**src/rtl/cnn_dense_engine_pkg.sv**
```systemverilog
// rtl/cnn_dense_engine_pkg.sv - shared widths, FSM encoding and int8 saturation for the dense engine
package cnn_dense_engine_pkg;

  localparam int ACT_W         = 8;
  localparam int WGT_W         = 8;
  localparam int ACC_W_DEFAULT = 24;

  typedef enum logic [2:0] {
    S_IDLE = 3'd0,
    S_BIAS = 3'd1,
    S_MAC  = 3'd2,
    S_TAIL = 3'd3,
    S_POST = 3'd4,
    S_OUT  = 3'd5,
    S_DONE = 3'd6
  } state_t;

  // Clamp a sign-extended requantised value into the int8 range.
  function automatic logic signed [ACT_W-1:0] sat8(input logic signed [31:0] v);
    if (v > 127) return 8'sh7f;
    if (v < -128) return 8'sh80;
    return v[ACT_W-1:0];
  endfunction

endpackage

```
**src/rtl/cnn_dense_engine_if.sv**
```systemverilog
// rtl/cnn_dense_engine_if.sv - weight/bias read ports and result stream of the dense engine
interface cnn_dense_engine_if
  import cnn_dense_engine_pkg::*;
#(
  parameter int N_IN  = 16,
  parameter int N_OUT = 8
);
  localparam int WA_W = $clog2(N_IN * N_OUT);
  localparam int OA_W = $clog2(N_OUT);

  logic        [WA_W-1:0]  w_addr;
  logic signed [WGT_W-1:0] w_data;
  logic        [OA_W-1:0]  b_addr;
  logic signed [WGT_W-1:0] b_data;
  logic                    out_valid;
  logic                    out_ready;
  logic signed [ACT_W-1:0] out_data;
  logic        [OA_W-1:0]  out_idx;

  modport master (
    output w_addr, b_addr, out_valid, out_data, out_idx,
    input  w_data, b_data, out_ready
  );

  modport slave (
    input  w_addr, b_addr, out_valid, out_data, out_idx,
    output w_data, b_data, out_ready
  );

endinterface

```
**src/rtl/cnn_dense_engine_requant.sv**
```systemverilog
// rtl/cnn_dense_engine_requant.sv - accumulator to int8: arithmetic shift, saturate, ReLU under DENSE_RELU_EN
module cnn_dense_engine_requant
  import cnn_dense_engine_pkg::*;
#(
  parameter int ACC_W = ACC_W_DEFAULT,
  parameter int SHIFT = 7
) (
  input  logic signed [ACC_W-1:0] acc,
  output logic signed [ACT_W-1:0] q
);

  logic signed [ACC_W-1:0] shifted;
  logic signed [ACT_W-1:0] sat;

  always_comb begin
    shifted = acc >>> SHIFT;
    sat     = sat8(32'(shifted));
`ifdef DENSE_RELU_EN
    q = sat[ACT_W-1] ? '0 : sat;
`else
    q = sat;
`endif
  end

endmodule

```
**src/rtl/cnn_dense_engine.sv**
```systemverilog
// rtl/cnn_dense_engine.sv - sequential int8 dense-layer MAC engine, one streamed result per neuron
// Optional ReLU on results is selected with DENSE_RELU_EN (see cnn_dense_engine_requant).
module cnn_dense_engine
  import cnn_dense_engine_pkg::*;
#(
  parameter int N_IN  = 16,
  parameter int N_OUT = 8,
  parameter int ACC_W = ACC_W_DEFAULT,
  parameter int SHIFT = 7
) (
  input  logic                      clk,
  input  logic                      rst,
  input  logic                      act_wr_en,
  input  logic [$clog2(N_IN)-1:0]   act_wr_addr,
  input  logic signed [ACT_W-1:0]   act_wr_data,
  input  logic                      start,
  output logic                      busy,
  output logic                      done,
  cnn_dense_engine_if.master        bus
);

  localparam int IA_W = $clog2(N_IN);
  localparam int OA_W = $clog2(N_OUT);
  localparam int WA_W = $clog2(N_IN * N_OUT);
  localparam int P_W  = ACT_W + WGT_W;
  localparam logic [IA_W-1:0] K_LAST = IA_W'(N_IN - 1);
  localparam logic [OA_W-1:0] O_LAST = OA_W'(N_OUT - 1);

  state_t                  state, state_n;
  logic [IA_W-1:0]         k;
  logic [OA_W-1:0]         o;
  logic signed [ACC_W-1:0] acc;
  logic signed [ACT_W-1:0] act_mem [N_IN];
  logic [IA_W-1:0]         act_idx;
  logic signed [P_W-1:0]   prod;
  logic signed [ACC_W-1:0] prod_ext;
  logic signed [ACC_W-1:0] bias_ext;
  logic signed [ACT_W-1:0] rq;

  always_ff @(posedge clk) begin
    if (rst) state <= S_IDLE;
    else     state <= state_n;
  end

  always_comb begin
    state_n       = state;
    busy          = 1'b0;
    done          = 1'b0;
    bus.out_valid = 1'b0;
    bus.b_addr    = '0;
    bus.w_addr    = '0;
    case (state)
      S_IDLE: begin
        if (start) state_n = S_BIAS;
      end
      S_BIAS: begin
        busy       = 1'b1;
        bus.b_addr = o;
        state_n    = S_MAC;
      end
      S_MAC: begin
        busy       = 1'b1;
        bus.w_addr = WA_W'(o) * WA_W'(N_IN) + WA_W'(k);
        if (k == K_LAST) state_n = S_TAIL;
      end
      S_TAIL: begin
        busy    = 1'b1;
        state_n = S_POST;
      end
      S_POST: begin
        busy    = 1'b1;
        state_n = S_OUT;
      end
      S_OUT: begin
        busy          = 1'b1;
        bus.out_valid = 1'b1;
        if (bus.out_ready) state_n = (o == O_LAST) ? S_DONE : S_BIAS;
      end
      S_DONE: begin
        done    = 1'b1;
        state_n = S_IDLE;
      end
      default: state_n = S_IDLE;
    endcase
  end

  // w_data lags w_addr by one cycle, so each MAC cycle consumes the activation one behind k.
  always_comb begin
    act_idx  = (state == S_TAIL) ? K_LAST : k - IA_W'(1);
    prod     = P_W'(act_mem[act_idx]) * P_W'(bus.w_data);
    prod_ext = ACC_W'(prod);
    bias_ext = ACC_W'(bus.b_data) <<< SHIFT;
  end

  always_ff @(posedge clk) begin
    if (rst) begin
      k            <= '0;
      o            <= '0;
      acc          <= '0;
      bus.out_data <= '0;
      bus.out_idx  <= '0;
    end else begin
      case (state)
        S_IDLE: begin
          k <= '0;
          if (start) o <= '0;
        end
        S_BIAS: k <= '0;
        S_MAC: begin
          k   <= k + IA_W'(1);
          acc <= (k == '0) ? bias_ext : acc + prod_ext;
        end
        S_TAIL: acc <= acc + prod_ext;
        S_POST: begin
          bus.out_data <= rq;
          bus.out_idx  <= o;
        end
        S_OUT: begin
          if (bus.out_ready && o != O_LAST) o <= o + OA_W'(1);
        end
        default: ;
      endcase
    end
  end

  // Activation buffer survives reset; writes land only while idle.
  always_ff @(posedge clk) begin
    if (state == S_IDLE && act_wr_en) act_mem[act_wr_addr] <= act_wr_data;
  end

  cnn_dense_engine_requant #(
    .ACC_W (ACC_W),
    .SHIFT (SHIFT)
  ) u_requant (
    .acc (acc),
    .q   (rq)
  );

endmodule

```
**src/flat_wrapper.sv**
```systemverilog
// flat-port wrapper written by rule: the top's interface ports become plain ports
module cnn_dense_engine_flat import cnn_dense_engine_pkg::*;
#(
  parameter int N_IN  = 16,
  parameter int N_OUT = 8,
  parameter int ACC_W = ACC_W_DEFAULT,
  parameter int SHIFT = 7
)
  (clk, rst, act_wr_en, act_wr_addr, act_wr_data, start, busy, done, bus_w_addr, bus_b_addr, bus_out_valid, bus_out_data, bus_out_idx, bus_w_data, bus_b_data, bus_out_ready);
  cnn_dense_engine_if #(.N_IN(N_IN), .N_OUT(N_OUT)) bus_i ();
  input  logic clk;
  input  logic rst;
  input  logic act_wr_en;
  input  logic [$clog2(N_IN)-1:0] act_wr_addr;
  input  logic signed [ACT_W-1:0] act_wr_data;
  input  logic start;
  output logic busy;
  output logic done;
  output wire logic [$bits(bus_i.w_addr)-1:0] bus_w_addr;
  output wire logic [$bits(bus_i.b_addr)-1:0] bus_b_addr;
  output wire logic [$bits(bus_i.out_valid)-1:0] bus_out_valid;
  output wire logic [$bits(bus_i.out_data)-1:0] bus_out_data;
  output wire logic [$bits(bus_i.out_idx)-1:0] bus_out_idx;
  input wire logic [$bits(bus_i.w_data)-1:0] bus_w_data;
  input wire logic [$bits(bus_i.b_data)-1:0] bus_b_data;
  input wire logic [$bits(bus_i.out_ready)-1:0] bus_out_ready;
  assign bus_w_addr = bus_i.w_addr;
  assign bus_b_addr = bus_i.b_addr;
  assign bus_out_valid = bus_i.out_valid;
  assign bus_out_data = bus_i.out_data;
  assign bus_out_idx = bus_i.out_idx;
  assign bus_i.w_data = bus_w_data;
  assign bus_i.b_data = bus_b_data;
  assign bus_i.out_ready = bus_out_ready;
  cnn_dense_engine #(.N_IN(N_IN), .N_OUT(N_OUT), .ACC_W(ACC_W), .SHIFT(SHIFT)) u_core (.clk(clk), .rst(rst), .act_wr_en(act_wr_en), .act_wr_addr(act_wr_addr), .act_wr_data(act_wr_data), .start(start), .busy(busy), .done(done), .bus(bus_i));
endmodule
```
**config.mk**
```make
export PLATFORM = sky130hd
export DESIGN_NAME = cnn_dense_engine_flat
export DESIGN_NICKNAME = d
export VERILOG_FILES = /design/src/rtl/cnn_dense_engine_pkg.sv /design/src/rtl/cnn_dense_engine_if.sv /design/src/rtl/cnn_dense_engine_requant.sv /design/src/rtl/cnn_dense_engine.sv /design/src/flat_wrapper.sv
export SDC_FILE = /design/constraint.sdc
export NUM_CORES = 1
export LEC_CHECK = 0
export BUFFER_PORTS_ARGS = -buffer_cell sky130_fd_sc_hd__buf_2
export CAP_MARGIN = 20
export CORE_UTILIZATION = 30
export DETAILED_ROUTE_END_ITERATION = 12
export PLACE_DENSITY = 0.5
export SKIP_CTS_REPAIR_TIMING = 1
export SLEW_MARGIN = 20
export SYNTH_ARGS = -nofsm -noshare
export SYNTH_HDL_FRONTEND = slang
export SYNTH_SLANG_ARGS = --single-unit
```
**constraint.sdc**
```tcl
create_clock -name clk -period 6.51 [get_ports clk]
set_clock_uncertainty 0.2 [all_clocks]
set_input_delay 0 -clock clk [delete_from_list [all_inputs] [get_ports clk]]
set_output_delay 0 -clock clk [all_outputs]
set_load 0.005 [all_outputs]
```
==> out/results.tsv, run 1 <==
metric	value	unit
dpl.hpwl	22800	um
cts_sinks	173	
grt_pass1_vias	8540	
wl	31400	um
endpoint_kind	register	
netlist_instances	1035	
layout_common_cells	edfxtp_1 (128), buf_4 (108), inv_1 (101), fa_1 (98), nor2_1 (72)	
min_period	6.41	ns
synth_compound_area_frac	0.119	
ys_seq_area_frac	0.407	
layout-drive-gt1-share	0.267	
syn_to_final_growth	28.3	%
fin_crit_sh	0.985	
overflow	0	
synthArstFlopShare	0	
layout_commonest_cell	edfxtp_1	
startpoint_type	register	
routed_via_density	4.87	
grt_pass1_wl	48700	um
path_clk_slew	0.09	ns
hold_ws	-0.00558	ns
postSynthAreaPerCell	11.3	um^2
core_area	0.0379	mm^2
yosys.cell_types.count	67	
critPathMaxStageDelay	0.56	ns
crit_type	register to register	
final_hold_viol_count	1	
die_area	0.0396	mm^2
maxCapViolCount	0	
synth_top_family_by_area	adder cells	
synth-xor-area-share	0.0161	
synth_area	0.0117	mm^2
fmax	156	MHz
gp_congestion	0.823	
die_h	199	um
cp.arrival	6.55	ns
cts_tree	built	
ys_ff_latch	173	
synthAdderAreaFrac	0.241	
synth-edff-count	128	
ys_warn_count	0	
pre_cts_slack	-0.437	ns
drtPass1Iterations	5	
num-nets-final	1404	
crit_family	adder cells	
ff2ff_setup_slack	0.10	ns
routed-via-count	8444	
die_x	199	um
grt_use_total	0.163	
fp-row-count	71	
synth-main-ff-cell	edfxtp_1	
tightest_slew	1.03	ns
slowest_stage	fa_2	
rsz0062_at_grt	true	
status	finished with violations	
antenna_left	0	
wire_per_inst	18.1	um
worst_slack	0.100	ns
drt_drc_violations_left	0	
drtIter0Drc	546	
violations	hold timing	
synth_fp_nets	1230	
cts_root_buf	clkbuf_16	
initial_core_util	0.307	
required	6.65	ns
worstPathMaxFanout	11	
setup_violations	0	
fill_cells	3680	
ios	57	
clk_path_buf_depth	2	
numCtsBuffers	17	
hold_class	input port to register	
numPortBuffers	56	
relSlewSlack	0.315	
synthSimpleGateAreaFrac	0.129	
ctsHtreeMaxLevel	4	
drv_slew	0	
grt_max_degree	49	
crit_buf_inv	8	
synthMuxAreaShare	0.0318	
worstSkewPairLatency	0.46	ns
antenna_found_initial	0	
-- path summary, 6_finish.rpt --
path	startpoint	end	cells after the start
max	u_core.k[1]	u_core.acc[13]	26
min	act_wr_addr[0]	u_core.act_mem[2][0]	4
max reg2reg	u_core.k[1]	u_core.acc[13]	26
min reg2reg	u_core.acc[1]	u_core.acc[1]	2
-- worst register-to-register path: cells and delay by family, from the launching register on --
kind	cells	cell delay (ns)
adders and majority gates	7	2.82
AOI/OAI and AO/OA	8	1.67
buffers and inverters	8	0.96
and+or+nand+nor	3	0.37
DFF	1	0.33
-- Yosys cell counts (3+ instances only) --
cell type  number  area [um^2]
nor2_1         73          274
o31a_2          5         50.1
buf_4           3         22.5
a311oi_1        5         43.8
xnor2_1        14          123
a221oi_2        5         75.1
nand2b_1        9         56.3
a31oi_1         6         37.5
fa_1          104         2080
nand2_1        72          270
o311ai_0        6         52.6
buf_2          17         85.1
o211ai_1        4         30.0
buf_6           4         45.0
edfxtp_1      128         3840
a21oi_1        43          215
mux2_2          3         33.8
a211oi_1       31          233
o21ai_0        14         70.1
o311ai_1        9         78.8
ha_1           58          726
a21o_1          3         22.5
or2_2           3         18.8
a21boi_0       12         90.1
clkbuf_1       26         97.6
nand3_1        24          120
o2111ai_1       6         52.6
inv_1         103          387
xor2_1          3         26.3
dfxtp_1        45          901
and2_1         40          250
buf_1           4         15.0
a221oi_1       20          175
and3_1         33          206
mux2i_1        28          280
o21a_1          3         22.5
or3_1           5         31.3
o31ai_1         4         30.0
nor3_1         24          120
-- sequential cells by signal, summed over array words and instances (netlist names) --
signal and flops:
u_core.act_mem 128, u_core.acc 24, u_core.bus.out_data 8, u_core.k 4, u_core.bus.out_idx 3, u_core.o 3, u_core.state 3
-- cells by family (layout without fill, tap and decap cells) --
kind of cell	Yosys count	in the layout
other cells	0	1
buf+inv	159	346
compound gates	187	187
xor+xnor	19	19
mux	34	34
simple gates	301	301
fa+ha+maj	162	162
flops	173	173
-- layer usage --
layer | part of all wire | routed length, um | track usage
met1 | 0.47 | 14700 | 0.227
met3 | 0.038 | 1180 | 0.0257
met2 | 0.49 | 15300 | 0.266
met5 | 0 | 0 | 0
met4 | 0.0088 | 278 | 0.0336
-- cell type report --
class,count,area (um^2),share of cell area
Antenna cell,1,2.50,0.000167
Clock buffer,17,425,0.0284
Clock inverter,15,190,0.0127
Inverter,105,394,0.0264
Multi-Input combinational cell,703,6850,0.458
Sequential cell,173,4750,0.318
Tap cell,511,639,0.0428
Timing Repair Buffer,209,1710,0.114
-- through the flow --
| step | hold WS, ns | utilization | instance area (um^2) | setup TNS [ns] | std cells |
|---|---|---|---|---|---|
| 2_1_floorplan | -0.101 | - | 11700 | 0 | 1035 |
| 3_3_place_gp | 0.0759 | 0.352 | 13400 | -2.61 | 1667 |
| 3_5_place_dp | 0.0893 | 0.352 | 13400 | -2.41 | 1667 |
| 4_1_cts | -0.402 | 0.368 | 14000 | -2.88 | 1699 |
| 5_1_grt | 0.0219 | 0.394 | 15000 | -0.596 | 1733 |
| 6_report | -0.00558 | 0.394 | 15000 | 0 | 1734 |
Power of run 1 is left out: the tool's default activity adds up to more than one toggle a clock period on the data nets, which glitch-free logic cannot reach.
==> run 2: changes to the inputs <==
--- a/config.mk
+++ b/config.mk
@@ -7,9 +7,9 @@
 export LEC_CHECK = 0
 export BUFFER_PORTS_ARGS = -buffer_cell sky130_fd_sc_hd__buf_2
 export CAP_MARGIN = 20
-export CORE_UTILIZATION = 30
+export CORE_UTILIZATION = 53
 export DETAILED_ROUTE_END_ITERATION = 12
-export PLACE_DENSITY = 0.5
+export PLACE_DENSITY = 0.77
 export SKIP_CTS_REPAIR_TIMING = 1
 export SLEW_MARGIN = 20
 export SYNTH_ARGS = -nofsm -noshare
==> run 2 against run 1 <==
The run still ends with hold timing left. Fmax barely moved. Critical path depth rose by 1. Cell count fell by 14%. First-iteration DRC count rose by 31%. Sequential share of layout area rose by 1.7 points.
==> out/results.tsv, run 2 (synthesized netlist as in run 1, its figures left out) <==
metric	value	unit	change
final_core_util	0.667		was 0.394
layout_common_cells	edfxtp_1 (128), buf_4 (108), inv_1 (103), fa_1 (100), nor2_1 (72)		was edfxtp_1 (128), buf_4 (108), inv_1 (101), fa_1 (98), nor2_1 (72)
worstPathMaxFanout	8		was 11
drtPass1Iterations	5		unchanged
endpoint_kind	register		unchanged
core_area	0.0213	mm^2	was 0.0379 mm^2
die_area	0.0226	mm^2	was 0.0396 mm^2
routed-via-count	8819		was 8,444
overflow	0		unchanged
largest_reg_flops	128		unchanged
fp-row-count	53		was 71
die_x	150	um	was 199 um
hold_class	input port to register		unchanged
cts_sinks	173		unchanged
grt_max_degree	49		unchanged
relSlewSlack	0.311		was 0.315
die_h	150	um	was 199 um
grt_use_total	0.275		was 0.163
layout-drive-gt1-share	0.238		was 0.267
startpoint_type	register		unchanged
hold_ws	-0.0220	ns	was -0.00558 ns
worstSkewPairLatency	0.46	ns	about the same
numPortBuffers	56		unchanged
violations	hold timing		unchanged
dpl.hpwl	21400	um	was 22,800 um
regMostFlops	u_core.act_mem		unchanged
ctsHtreeMaxLevel	4		unchanged
drtIter0Drc	715		was 546
wire_per_inst	20.1	um	was 18.1 um
fmax	156	MHz	about the same
maxCapViolCount	0		unchanged
required	6.59	ns	was 6.65 ns
wl	30000	um	was 31,400 um
cts_tree	built		unchanged
path_clk_slew	0.07	ns	was 0.09 ns
numCtsBuffers	17		unchanged
cp.arrival	6.49	ns	was 6.55 ns
diodes	0		was 1
status	finished with violations		unchanged
num-nets-final	1398		was 1,404
setup_violations	0		unchanged
drt_drc_violations_left	0		unchanged
ios	57		unchanged
initial_core_util	0.547		was 0.307
syn_to_final_growth	21.9	%	was 28.3%
layout_commonest_cell	edfxtp_1		unchanged
drv_slew	0		unchanged
min_period	6.41	ns	about the same
tightest_slew	1.03	ns	about the same
cts_root_buf	clkbuf_16		unchanged
clk_path_buf_depth	2		unchanged
grt_pass1_vias	8843		was 8,540
antenna_left	0		unchanged
routed_via_density	5.91		was 4.87
rsz0062_at_grt	true		unchanged
gp_congestion	0.950		was 0.823
crit_type	register to register		unchanged
largest_registers	u_core.act_mem (128), u_core.acc (24), u_core.bus.out_data (8)		unchanged
grt_pass1_wl	46500	um	was 48,700 um
fin_crit_sh	0.985		about the same
final_hold_viol_count	16		was 1
antenna_found_initial	0		unchanged
## run 2: cell count changes in the layout (fill, tap and decap cells not counted), moves of 3 or more
| cell | previous run | this run |
|---|---|---|
| o311ai_2 | 10 | 4 |
| o311ai_1 | 5 | 10 |
| buf_12 | 12 | 8 |
| a221oi_2 | 15 | 12 |
| a221oi_1 | 9 | 13 |
| ha_1 | 38 | 53 |
| ha_4 | 19 | 4 |
| a211oi_2 | 5 | 2 |
## run 2: path summary, 6_finish.rpt
kind	start	end	slack (ns)	cells past startpoint
setup reg to reg	u_core.k[1]	u_core.acc[15]	0.1	27
hold / removal	act_wr_addr[0]	u_core.act_mem[9][1]	-0.02	3
setup / recovery	u_core.k[1]	u_core.acc[15]	0.1	27
hold reg to reg	u_core.acc[3]	u_core.acc[3]	0.26	2
## run 2: area by class of cell
class	count	area, um^2
fill	1495	7080
inverter	105	394
clock inverter	15	166
sequential	173	4750
clock buffer	17	425
multi-input combinational	704	6560
tap	275	344
timing repair buffer	202	1570
## run 2: metal layers
layer / track usage / up-vias / wire [um]
met2: 0.450 / 360 / 14500
li1: - / 3995 / -
met1: 0.368 / 4401 / 12800
met4: 0.0990 / 0 / 828
met5: 0 / - / 0
met3: 0.0503 / 63 / 1780
## run 2: critical path, stage by stage, from the launching register on
cell	delay, ns
dfxtp_1	0.35
inv_1	0.10
ha_4	0.31
and2_4	0.19
buf_4	0.16
a211oi_1	0.05
o311ai_1	0.31
o31a_2	0.33
buf_6	0.14
nand2_1	0.06
fa_1	0.51
inv_1	0.06
fa_1	0.50
inv_1	0.05
fa_1	0.48
inv_1	0.06
fa_2	0.57
ha_1	0.25
ha_2	0.22
a211oi_2	0.25
buf_4	0.17
o211ai_1	0.10
buf_4	0.18
a31oi_2	0.18
buf_4	0.16
xnor2_1	0.06
a21oi_1	0.19
nor3_1	0.07
## run 2: through the flow
step / hold slack [ns] / worst slack, ns / instance area [um^2] / instances / TNS [ns]
after floorplan: -0.101 / 0.00124 / 11700 / 1035 / 0
after global routing: 0.0264 / -0.0691 / 14200 / 1491 / -0.396
after CTS: -0.393 / -0.209 / 13500 / 1451 / -1.42
after detailed placement: 0.0758 / -0.218 / 12900 / 1419 / -1.35
final: -0.0220 / 0.0973 / 14200 / 1491 / 0
after global placement: 0.0699 / -0.0870 / 12900 / 1419 / -0.287
Power of run 2 is left out for the same reason.
